**src/rtl/bsg_fma_pkg.sv**
```systemverilog
// Shared types and limits for the FMA auxiliary cross-term adder.
package bsg_fma_pkg;

  localparam int unsigned max_aux_stages_gp = 2;
  localparam int unsigned max_aux_width_gp  = 32;

  // Fields are sized for the widest supported width_p; narrower users zero-fill the top.
  typedef struct packed {
    logic [max_aux_width_gp-1:0] sum;
    logic [max_aux_width_gp-1:0] carry;
  } bsg_fma_aux_csa_s;

endpackage

```
**src/rtl/bsg_fma_aux_csa_tree.sv**
```systemverilog
// Combinational 3:2 carry-save reduction of rows_p width_p-bit rows to a sum/carry pair.
module bsg_fma_aux_csa_tree
  import bsg_fma_pkg::*;
#(
  parameter int unsigned width_p = 8,
  parameter int unsigned rows_p  = 16
) (
  input  logic [rows_p-1:0][width_p-1:0] rows_i,
  output bsg_fma_aux_csa_s               csa_o
);

  if (rows_p < 2) begin : g_bad_rows
    $error("bsg_fma_aux_csa_tree: rows_p must be at least 2");
  end
  if (width_p > max_aux_width_gp) begin : g_bad_width
    $error("bsg_fma_aux_csa_tree: width_p exceeds max_aux_width_gp");
  end

  logic [width_p-1:0] w_sum;
  logic [width_p-1:0] w_carry;
  logic [width_p-1:0] w_row;
  logic [width_p-1:0] w_maj;

  // Each 3:2 step folds one more row in; the shifted-out carry bit is the mod 2^width_p drop.
  always_comb begin
    w_row   = '0;
    w_maj   = '0;
    w_sum   = rows_i[0];
    w_carry = rows_i[1];
    for (int unsigned i = 2; i < rows_p; i++) begin
      w_row   = rows_i[i];
      w_maj   = (w_sum & w_carry) | (w_sum & w_row) | (w_carry & w_row);
      w_sum   = w_sum ^ w_carry ^ w_row;
      w_carry = w_maj << 1;
    end
  end

  always_comb begin
    csa_o                      = '0;
    csa_o.sum[width_p-1:0]     = w_sum;
    csa_o.carry[width_p-1:0]   = w_carry;
  end

endmodule

```
**src/rtl/bsg_fma_aux_adder_pipe.sv**
```systemverilog
// Pipelined (a_h*b_l + a_l*b_h) mod 2^width_p with valid/yumi flow control.
// Optional counters ops_o/stall_o are built when BSG_FMA_AUX_ADDER_PERF_EN is defined.
module bsg_fma_aux_adder_pipe
  import bsg_fma_pkg::*;
#(
  parameter int unsigned width_p     = 8,
  parameter int unsigned stages_p    = 2,
  parameter int unsigned tag_width_p = 4
) (
  input  logic                   clk_i,
  input  logic                   reset_n_i,
  input  logic                   v_i,
  output logic                   ready_o,
  input  logic [width_p-1:0]     a_l_i,
  input  logic [width_p-1:0]     a_h_i,
  input  logic [width_p-1:0]     b_l_i,
  input  logic [width_p-1:0]     b_h_i,
  input  logic [tag_width_p-1:0] tag_i,
  output logic                   v_o,
  input  logic                   yumi_i,
  output logic [width_p-1:0]     mod_o,
  output logic [tag_width_p-1:0] tag_o
`ifdef BSG_FMA_AUX_ADDER_PERF_EN
  ,
  output logic [31:0]            ops_o,
  output logic [31:0]            stall_o
`endif
);

  if (stages_p < 1 || stages_p > max_aux_stages_gp) begin : g_bad_stages
    $error("bsg_fma_aux_adder_pipe: stages_p must be 1 or 2");
  end

  logic [2*width_p-1:0][width_p-1:0] w_rows;
  bsg_fma_aux_csa_s                  w_csa;
  logic [2*max_aux_width_gp-1:0]     w_unused_csa;
  logic [width_p-1:0]                w_sum;
  logic [width_p-1:0]                w_carry;
  logic                              w_accept;

  always_comb begin
    w_rows = '0;
    for (int unsigned i = 0; i < width_p; i++) begin
      w_rows[i]         = ({width_p{b_l_i[i]}} & a_h_i) << i;
      w_rows[i+width_p] = ({width_p{b_h_i[i]}} & a_l_i) << i;
    end
  end

  bsg_fma_aux_csa_tree #(
    .width_p (width_p),
    .rows_p  (2*width_p)
  ) u_csa (
    .rows_i (w_rows),
    .csa_o  (w_csa)
  );

  assign w_unused_csa = w_csa;
  assign w_sum        = w_csa.sum[width_p-1:0];
  assign w_carry      = w_csa.carry[width_p-1:0];
  assign w_accept     = v_i & ready_o;

  if (stages_p == 1) begin : g_one
    logic                   r_v;
    logic [width_p-1:0]     r_mod;
    logic [tag_width_p-1:0] r_tag;
    logic                   w_adv0;

    assign w_adv0  = r_v & yumi_i;
    assign ready_o = ~r_v | w_adv0;

    always_ff @(posedge clk_i or negedge reset_n_i) begin
      if (!reset_n_i) begin
        r_v   <= 1'b0;
        r_mod <= '0;
        r_tag <= '0;
      end else if (w_accept) begin
        r_v   <= 1'b1;
        r_mod <= w_sum + w_carry;
        r_tag <= tag_i;
      end else if (w_adv0) begin
        r_v   <= 1'b0;
      end
    end

    assign v_o   = r_v;
    assign mod_o = r_mod;
    assign tag_o = r_tag;
  end else begin : g_two
    logic                   r_v0;
    logic [width_p-1:0]     r_s0_sum;
    logic [width_p-1:0]     r_s0_carry;
    logic [tag_width_p-1:0] r_tag0;
    logic                   r_v1;
    logic [width_p-1:0]     r_mod;
    logic [tag_width_p-1:0] r_tag1;
    logic                   w_adv0;
    logic                   w_adv1;

    // S0 may advance into S1 in the same cycle S1 is consumed, so no bubble is inserted.
    assign w_adv1  = r_v1 & yumi_i;
    assign w_adv0  = r_v0 & (~r_v1 | w_adv1);
    assign ready_o = ~r_v0 | w_adv0;

    always_ff @(posedge clk_i or negedge reset_n_i) begin
      if (!reset_n_i) begin
        r_v0       <= 1'b0;
        r_s0_sum   <= '0;
        r_s0_carry <= '0;
        r_tag0     <= '0;
      end else if (w_accept) begin
        r_v0       <= 1'b1;
        r_s0_sum   <= w_sum;
        r_s0_carry <= w_carry;
        r_tag0     <= tag_i;
      end else if (w_adv0) begin
        r_v0       <= 1'b0;
      end
    end

    always_ff @(posedge clk_i or negedge reset_n_i) begin
      if (!reset_n_i) begin
        r_v1   <= 1'b0;
        r_mod  <= '0;
        r_tag1 <= '0;
      end else if (w_adv0) begin
        r_v1   <= 1'b1;
        r_mod  <= r_s0_sum + r_s0_carry;
        r_tag1 <= r_tag0;
      end else if (w_adv1) begin
        r_v1   <= 1'b0;
      end
    end

    assign v_o   = r_v1;
    assign mod_o = r_mod;
    assign tag_o = r_tag1;
  end

`ifdef BSG_FMA_AUX_ADDER_PERF_EN
  logic [31:0] r_ops;
  logic [31:0] r_stall;

  always_ff @(posedge clk_i or negedge reset_n_i) begin
    if (!reset_n_i) begin
      r_ops   <= '0;
      r_stall <= '0;
    end else begin
      if (w_accept)        r_ops   <= r_ops + 32'd1;
      if (v_o && !yumi_i)  r_stall <= r_stall + 32'd1;
    end
  end

  assign ops_o   = r_ops;
  assign stall_o = r_stall;
`endif

  a_yumi_needs_valid : assert property (@(posedge clk_i) disable iff (!reset_n_i) yumi_i |-> v_o)
    else $error("bsg_fma_aux_adder_pipe: yumi_i asserted while v_o is low");

endmodule

```
**config.mk**
```make
export PLATFORM = sky130hd
export DESIGN_NAME = bsg_fma_aux_adder_pipe
export DESIGN_NICKNAME = d
export VERILOG_FILES = /design/src/rtl/bsg_fma_pkg.sv /design/src/rtl/bsg_fma_aux_csa_tree.sv /design/src/rtl/bsg_fma_aux_adder_pipe.sv
export SDC_FILE = /design/constraint.sdc
export NUM_CORES = 1
export LEC_CHECK = 0
export BUFFER_PORTS_ARGS = -buffer_cell sky130_fd_sc_hd__buf_2
export CORE_MARGIN = 8
export CORE_UTILIZATION = 60
export DETAILED_ROUTE_END_ITERATION = 10
export PLACE_DENSITY = 0.87
export SLEW_MARGIN = 20
export SYNTH_ARGS = -nofsm -noshare
export SYNTH_HDL_FRONTEND = slang
export SYNTH_SLANG_ARGS = --single-unit
export TNS_END_PERCENT = 30
```
**constraint.sdc**
```tcl
create_clock -name clk_i -period 3.2 [get_ports clk_i]
set_clock_uncertainty 0.15 [all_clocks]
set_input_delay 0.48 -clock clk_i [delete_from_list [all_inputs] [get_ports clk_i]]
set_output_delay 0.48 -clock clk_i [all_outputs]
set_load 0.01 [all_outputs]
```
# Yosys cells after proc, flatten, opt, wreduce, memory -nomap -nowiden
# Index checks and enable logic that the tools add are counted.
dict set report word_totals {
  elab_cells 135
  out_inout_bits 14
  ff_bits 33
}
dict set report op_classes {
  n_reduce_logical 2
  n_addsub 1
  muxes 4
  bitwise 121
}
# cell n
set ops {}
lappend ops {{bitwise AND 7 bit} 40}
lappend ops {{bitwise XOR 8 bit} 28}
lappend ops {{OR 7 bit} 28}
lappend ops {{bitwise AND 7 x 1 -> 7 bit, second input constant} 4}
lappend ops {{bitwise AND 8 bit} 2}
lappend ops {{bitwise AND 6 bit} 2}
lappend ops {{bitwise AND 5 bit} 2}
lappend ops {{adder 8 bit} 1}
lappend ops {{bitwise AND 4 bit} 2}
lappend ops {{bitwise AND 3 bit} 2}
lappend ops {{bitwise AND 1 bit} 5}
lappend ops {{bitwise AND 2 bit} 2}
lappend ops {{two-way mux 1 bit} 4}
lappend ops {{nonzero test 2 bit} 2}
lappend ops {{inverter 1 bit} 2}
lappend ops {{OR 1 bit} 2}

# Longest topological paths before layout
dict set report logic_depth {
  depth_word 43
  ltp_mapped 25
  ltp_nobuf 25
}

# Cells and area by module
# From an unflattened synthesis, not the netlist that was laid out.
dict set report hier_totals {
  hier_cells 413
  hier_area_um2 4732.0
}
# module cells_each seq_area_each_um2 area_each_um2 instances
set by_module_without_submodules {}
lappend by_module_without_submodules {bsg_fma_aux_csa_tree 210 0.0 2642.5 1}
lappend by_module_without_submodules {bsg_fma_aux_adder_pipe 203 850.8 2089.5 1}

# Least setup slack after synthesis
# No wires, ideal clock.
dict set report synth_timing {
  path_kind {input to register}
  start {input port b_l_i[2]}
  end {register g_two.r_s0_sum[7]}
  t_arrival_ns 7.299
  path_slack_ns -4.327
  path_stages 24
  path_cell_list {nand2_1 fa_1 inv_1 fa_1 fa_1 fa_1 fa_1 ha_1 ha_1 inv_1 fa_1 inv_1 fa_1 fa_1 fa_1 inv_1 fa_1 fa_1 xnor2_1 xnor2_1 xnor2_1 xnor2_1 xnor3_1 o21ai_1}
}
dict set report synth_via {
  elab_chain_cells 34
  elab_cells_between_ends 92
}
# item line_no
set synth_rtl {}
lappend synth_rtl {{start, declared} bsg_fma_aux_adder_pipe.sv:16} ;# input logic [width_p-1:0] b_l_i,
lappend synth_rtl {{bitwise AND 6 bit *} bsg_fma_aux_adder_pipe.sv:44} ;# w_rows[i] = ({width_p{b_l_i[i]}} & a_h_i) << i;
lappend synth_rtl {{bitwise AND 7 bit} bsg_fma_aux_csa_tree.sv:32} ;# w_maj = (w_sum & w_carry) | (w_sum & w_row) | (w_carry & w_row);
lappend synth_rtl {{OR 7 bit (2 in a row)} bsg_fma_aux_csa_tree.sv:32}
lappend synth_rtl {{bitwise AND 7 bit or bitwise XOR 8 bit (tied branches)} {bsg_fma_aux_csa_tree.sv:32, bsg_fma_aux_csa_tree.sv:33}}
lappend synth_rtl {{OR 7 bit or bitwise XOR 8 bit (tied branches)} {bsg_fma_aux_csa_tree.sv:32, bsg_fma_aux_csa_tree.sv:33}}
lappend synth_rtl {{OR 7 bit (tied with other cells)} bsg_fma_aux_csa_tree.sv:32}
lappend synth_rtl {{bitwise AND 7 bit (tied with other cells)} bsg_fma_aux_csa_tree.sv:32}
lappend synth_rtl {{OR 7 bit (tied with other cells) (2 in a row)} bsg_fma_aux_csa_tree.sv:32}
lappend synth_rtl {{bitwise AND 7 bit (tied with other cells)} bsg_fma_aux_csa_tree.sv:32}
lappend synth_rtl {{OR 7 bit (tied with other cells) (2 in a row)} bsg_fma_aux_csa_tree.sv:32}
lappend synth_rtl {{bitwise AND 7 bit (tied with other cells)} bsg_fma_aux_csa_tree.sv:32}
lappend synth_rtl {{OR 7 bit (tied with other cells) (2 in a row)} bsg_fma_aux_csa_tree.sv:32}
lappend synth_rtl {{bitwise XOR 8 bit (tied with other cells) (12 in a row)} bsg_fma_aux_csa_tree.sv:33} ;# w_sum = w_sum ^ w_carry ^ w_row;
lappend synth_rtl {{bitwise XOR 8 bit or OR 7 bit (tied branches)} {bsg_fma_aux_csa_tree.sv:33, bsg_fma_aux_csa_tree.sv:32}}
lappend synth_rtl {{bitwise XOR 8 bit (tied with other cells)} bsg_fma_aux_csa_tree.sv:33}
lappend synth_rtl {{bitwise XOR 8 bit or OR 7 bit (tied branches) (2 in a row)} {bsg_fma_aux_csa_tree.sv:33, bsg_fma_aux_csa_tree.sv:32}}
lappend synth_rtl {{bitwise XOR 8 bit * (2 in a row)} bsg_fma_aux_csa_tree.sv:33}
lappend synth_rtl {{end signal, assigned} bsg_fma_aux_adder_pipe.sv:112} ;# r_s0_sum <= w_sum;
lappend synth_rtl {{end, declared} bsg_fma_aux_adder_pipe.sv:90} ;# logic [width_p-1:0] r_s0_sum;
# Mark *: on every way between the ends. The rest lies on a longest branch, timed or not.
# A chain may end at the register's enable or synchronous reset.

# Worst setup path after layout
dict set report layout_timing {
  start {input port b_l_i[1]}
  end {register g_two.r_s0_sum[7]}
}
dict set report layout_via {
  elab_chain_cells 35
  elab_cells_between_ends 93
}
# item line_no
set layout_rtl {}
lappend layout_rtl {{bitwise AND 7 bit *} bsg_fma_aux_adder_pipe.sv:44}
lappend layout_rtl {{bitwise AND 7 bit or bitwise XOR 8 bit (tied branches)} {bsg_fma_aux_csa_tree.sv:32, bsg_fma_aux_csa_tree.sv:33}}
lappend layout_rtl {{OR 7 bit or bitwise XOR 8 bit (tied branches)} {bsg_fma_aux_csa_tree.sv:32, bsg_fma_aux_csa_tree.sv:33}}
lappend layout_rtl {{OR 7 bit (tied with other cells)} bsg_fma_aux_csa_tree.sv:32}
lappend layout_rtl {{bitwise AND 7 bit (tied with other cells)} bsg_fma_aux_csa_tree.sv:32}
lappend layout_rtl {{OR 7 bit (tied with other cells) (2 in a row)} bsg_fma_aux_csa_tree.sv:32}
lappend layout_rtl {{bitwise AND 7 bit (tied with other cells)} bsg_fma_aux_csa_tree.sv:32}
lappend layout_rtl {{OR 7 bit (tied with other cells) (2 in a row)} bsg_fma_aux_csa_tree.sv:32}
lappend layout_rtl {{[... 4 more ...]} --}
lappend layout_rtl {{OR 7 bit (tied with other cells) (2 in a row)} bsg_fma_aux_csa_tree.sv:32}
lappend layout_rtl {{bitwise AND 7 bit (tied with other cells)} bsg_fma_aux_csa_tree.sv:32}
lappend layout_rtl {{OR 7 bit (tied with other cells) (2 in a row)} bsg_fma_aux_csa_tree.sv:32}
lappend layout_rtl {{bitwise XOR 8 bit (tied with other cells) (10 in a row)} bsg_fma_aux_csa_tree.sv:33}
lappend layout_rtl {{bitwise XOR 8 bit or OR 7 bit (tied branches)} {bsg_fma_aux_csa_tree.sv:33, bsg_fma_aux_csa_tree.sv:32}}
lappend layout_rtl {{bitwise XOR 8 bit (tied with other cells)} bsg_fma_aux_csa_tree.sv:33}
lappend layout_rtl {{bitwise XOR 8 bit or OR 7 bit (tied branches) (2 in a row)} {bsg_fma_aux_csa_tree.sv:33, bsg_fma_aux_csa_tree.sv:32}}
lappend layout_rtl {{bitwise XOR 8 bit * (2 in a row)} bsg_fma_aux_csa_tree.sv:33}
# Marked as above.

==> results.yml <==
finish:
  layout.area.seq_um2: 651
  finalNetCount: 408
  fin_cells: 367
  areaGrowthSynthToFinish_pct: 25.6
  fin_util_pct: 78.5
  antennaDiodeCount: 0
  n_fill_cell: 261
  multi_input_area_um2: 1850
  final_area_um2: 3160
  final_layout_size_suffix_gt1_share_pct: 36.6
worst_setup_path:
  cp_data_arrival_time_ps: 7480
  start_kind: "primary input"
  crit_family: "adder cells"
  slowest_delay_ps: 530
  cp_data_required_time_ps: 3230
  critPathKind: "in2reg"
  timing.critical_path.to_type: "flop"
  cp_max_fo: 4
  critPathBufInv: 5
  crit_path_frequent_cell: "fa_1"
  cpMaxStageDelayCell: "fa_1"
timing:
  hold_viol: 0
  grt_setup_unrepaired: "yes"
  fin_crit_sh_pct: 233
  setup_violations: 5
  maxSlewHeadroom_pct: 59.7
  worst_slew_pin_slew_ps: 603
  timing.hold.ws_ps: 55.4
  period_minus_slack_ps: 7450
  worst_slack_ps: -4250
  maxSlewViolCount: 0
  fmax_ghz: 0.134
pwr:
  leakage_nw: 1.54
  ir_drop_mv: 0.576
  p_per_area_nw_per_um2: 735
flow_run:
  drv_cap: 0
detailed_routing:
  wl_mm: 5.68
  first_iter_violations: 48
  ant_nets: 0
  via_per_inst: 5.11
  drt_first_pass_iters: 4
  drcViolationCount: 0
  wl_per_cell_um: 15.5
  vias: 1874
placed_design:
  gp_congestion: 0.858
  place_hpwl_mm: 4.90
  dp_cells: 364
  placed_area_um2: 3060
  io_buffers: 53
global_route:
  grt_pass1_vias: 2025
  grt_first_pass_wirelength_mm: 9.27
  overflow: 0
  grt_max_degree: 27
  grtUsageTotal_pct: 18.2
  antenna_found_initial: 0
yosys:
  synth-seq-cells: 26
  syn_area_um2: 2520
  async_reset_ff_share_pct: 100
  yosysWarnings: 0
  avgSynthCellArea_um2: 10.7
  synth_flop_cell: "dfrtp_1"
  synth_top_cells_by_count: "50 x nand2_1, 36 x fa_1, 29 x and2_1"
  yosys.area.top_type: "fa_1"
  synthCells: 235
  synth.most_common_cell: "nand2_1"
  synth_cell_type_count: 17
  synth_edf_count: 0
  synth_top_area_share_pct: 28.6
  synthesis.nets: 324
  synthTopCellsByArea: "fa_1 29%, dfrtp_1 26%, mux2_2 8.0%"
  synth_seq_area_share_pct: 25.8
run_status:
  status: "finished with violations"
  violations: "setup timing"
clocking:
  cts_root_buf: "clkbuf_8"
  ctsHoldBuffers: 0
  cts_buffer_depth: 2
  post_cts_buffers: 0
  htreeDepth: 1
  clk_pin_slew_ps: 80
  clk_latency_ps: 260
  cts_tree: "built"
  cts_sinks: 26
  numCtsBuffers: 3
floorplanning:
  fp.dieH_um: 80.8
  die_x_um: 80.8
  rows: 23
  start_util_pct: 62.5
  die-area_um2: 6530
  coreArea_um2: 4030
  pin_count: 54
hold_path:
  hp-class: "in2async"
==> cells in the final DEF, fill, tap and decap left out, drive strengths merged <==
master	netlist	final
xnor3	1	1
inv	23	23
o21ai	6	6
xnor2	20	20
nand2	51	51
nand2b	3	3
buf	0	81
ha	13	13
clkbuf	2	3
xor2	6	6
dfrtp	26	26
fa	36	36
and2	29	29
mux2	18	18
nand3b	1	1
==> worst register-to-register path: stages (launching register included) <==
cell and delay (ps):
dfrtp_1 370, nand3b_1 120, nand2_1 480, mux2_2 420
==> final timing paths <==
path | start | slack [ps] | to | cells after the start
setup reg to reg | g_two.r_v0 | 1550 | g_two.r_tag0[2] | 3
min in group clk_i | tag_i[1] | 300 | g_two.r_tag0[1] | 2
hold / removal | reset_n_i | 60 | g_two.r_tag0[2] | 1
max in group asynchronous | reset_n_i | 2480 | v_o | 1
hold reg to reg | g_two.r_s0_sum[3] | 330 | g_two.r_s0_sum[3] | 2
setup / recovery | b_l_i[1] | -4250 | g_two.r_s0_sum[7] | 25
==> power by group <==
group / leakage [nW] / total (mW) / internal [mW] / switching (mW)
clock network: 0.0216 / 0.172 / 0.0839 / 0.0877
logic: 1.21 / 1.65 / 0.870 / 0.778
registers: 0.310 / 0.506 / 0.445 / 0.0605
==> cell type report <==
class	instances	area share, %
multi-input cells	184	58.3
flip-flops and latches	26	20.6
repair buffers	81	15.1
inverters	23	2.73
well taps	50	1.98
clock buffers	3	1.30
==> logic make-up (layout without fill, tap and decap cells) <==
logic type | Yosys count | after routing | synth area share (%)
xor gates and xnor gates | 27 | 27 | 10.2
DFF | 26 | 26 | 25.8
AOI/OAI and AO/OA | 6 | 6 | 1.19
muxes | 18 | 18 | 8.04
adders and majority gates | 49 | 49 | 35.1
and+or+nand+nor | 84 | 84 | 15.9
buffers and inverters | 25 | 107 | 3.72
==> sequential cells by signal, summed over array words and instances (netlist names) <==
| signal | count |
|---|---|
| g_two.r_s0_sum | 8 |
| mod_o | 8 |
| g_two.r_tag0 | 4 |
| tag_o | 4 |
| g_two.r_v0 | 1 |
| v_o | 1 |
==> per-layer routing <==
layer | vias to the layer above | track usage [%] | part of all wire (%)
li1 | 886 | - | -
met1 | 917 | 22.1 | 39
met2 | 63 | 33.4 | 54
met3 | 8 | 2.21 | 6.1
met4 | 0 | 4.82 | 1.3
met5 | - | 0 | 0
==> through the flow <==
| stage | setup TNS (ps) | worst slack [ps] | power (mW) |
|---|---|---|---|
| 3_5_place_dp | -14810 | -4560 | 2.13 |
| 6_report | -12890 | -4250 | 2.32 |
| 4_1_cts | -12940 | -4250 | 2.31 |
| 3_3_place_gp | -14320 | -4420 | 2.03 |
| 2_1_floorplan | -12570 | -4180 | 1.72 |
| 5_1_grt | -13820 | -4550 | 2.58 |
==> timing repair <==
action | in CTS | in global routing
resized for setup | 7 | 4
endpoints found under the hold margin | 0 | 0
setup endpoints to repair | 5 | 6
No activity file was read; power rests on OpenSTA's default activity.
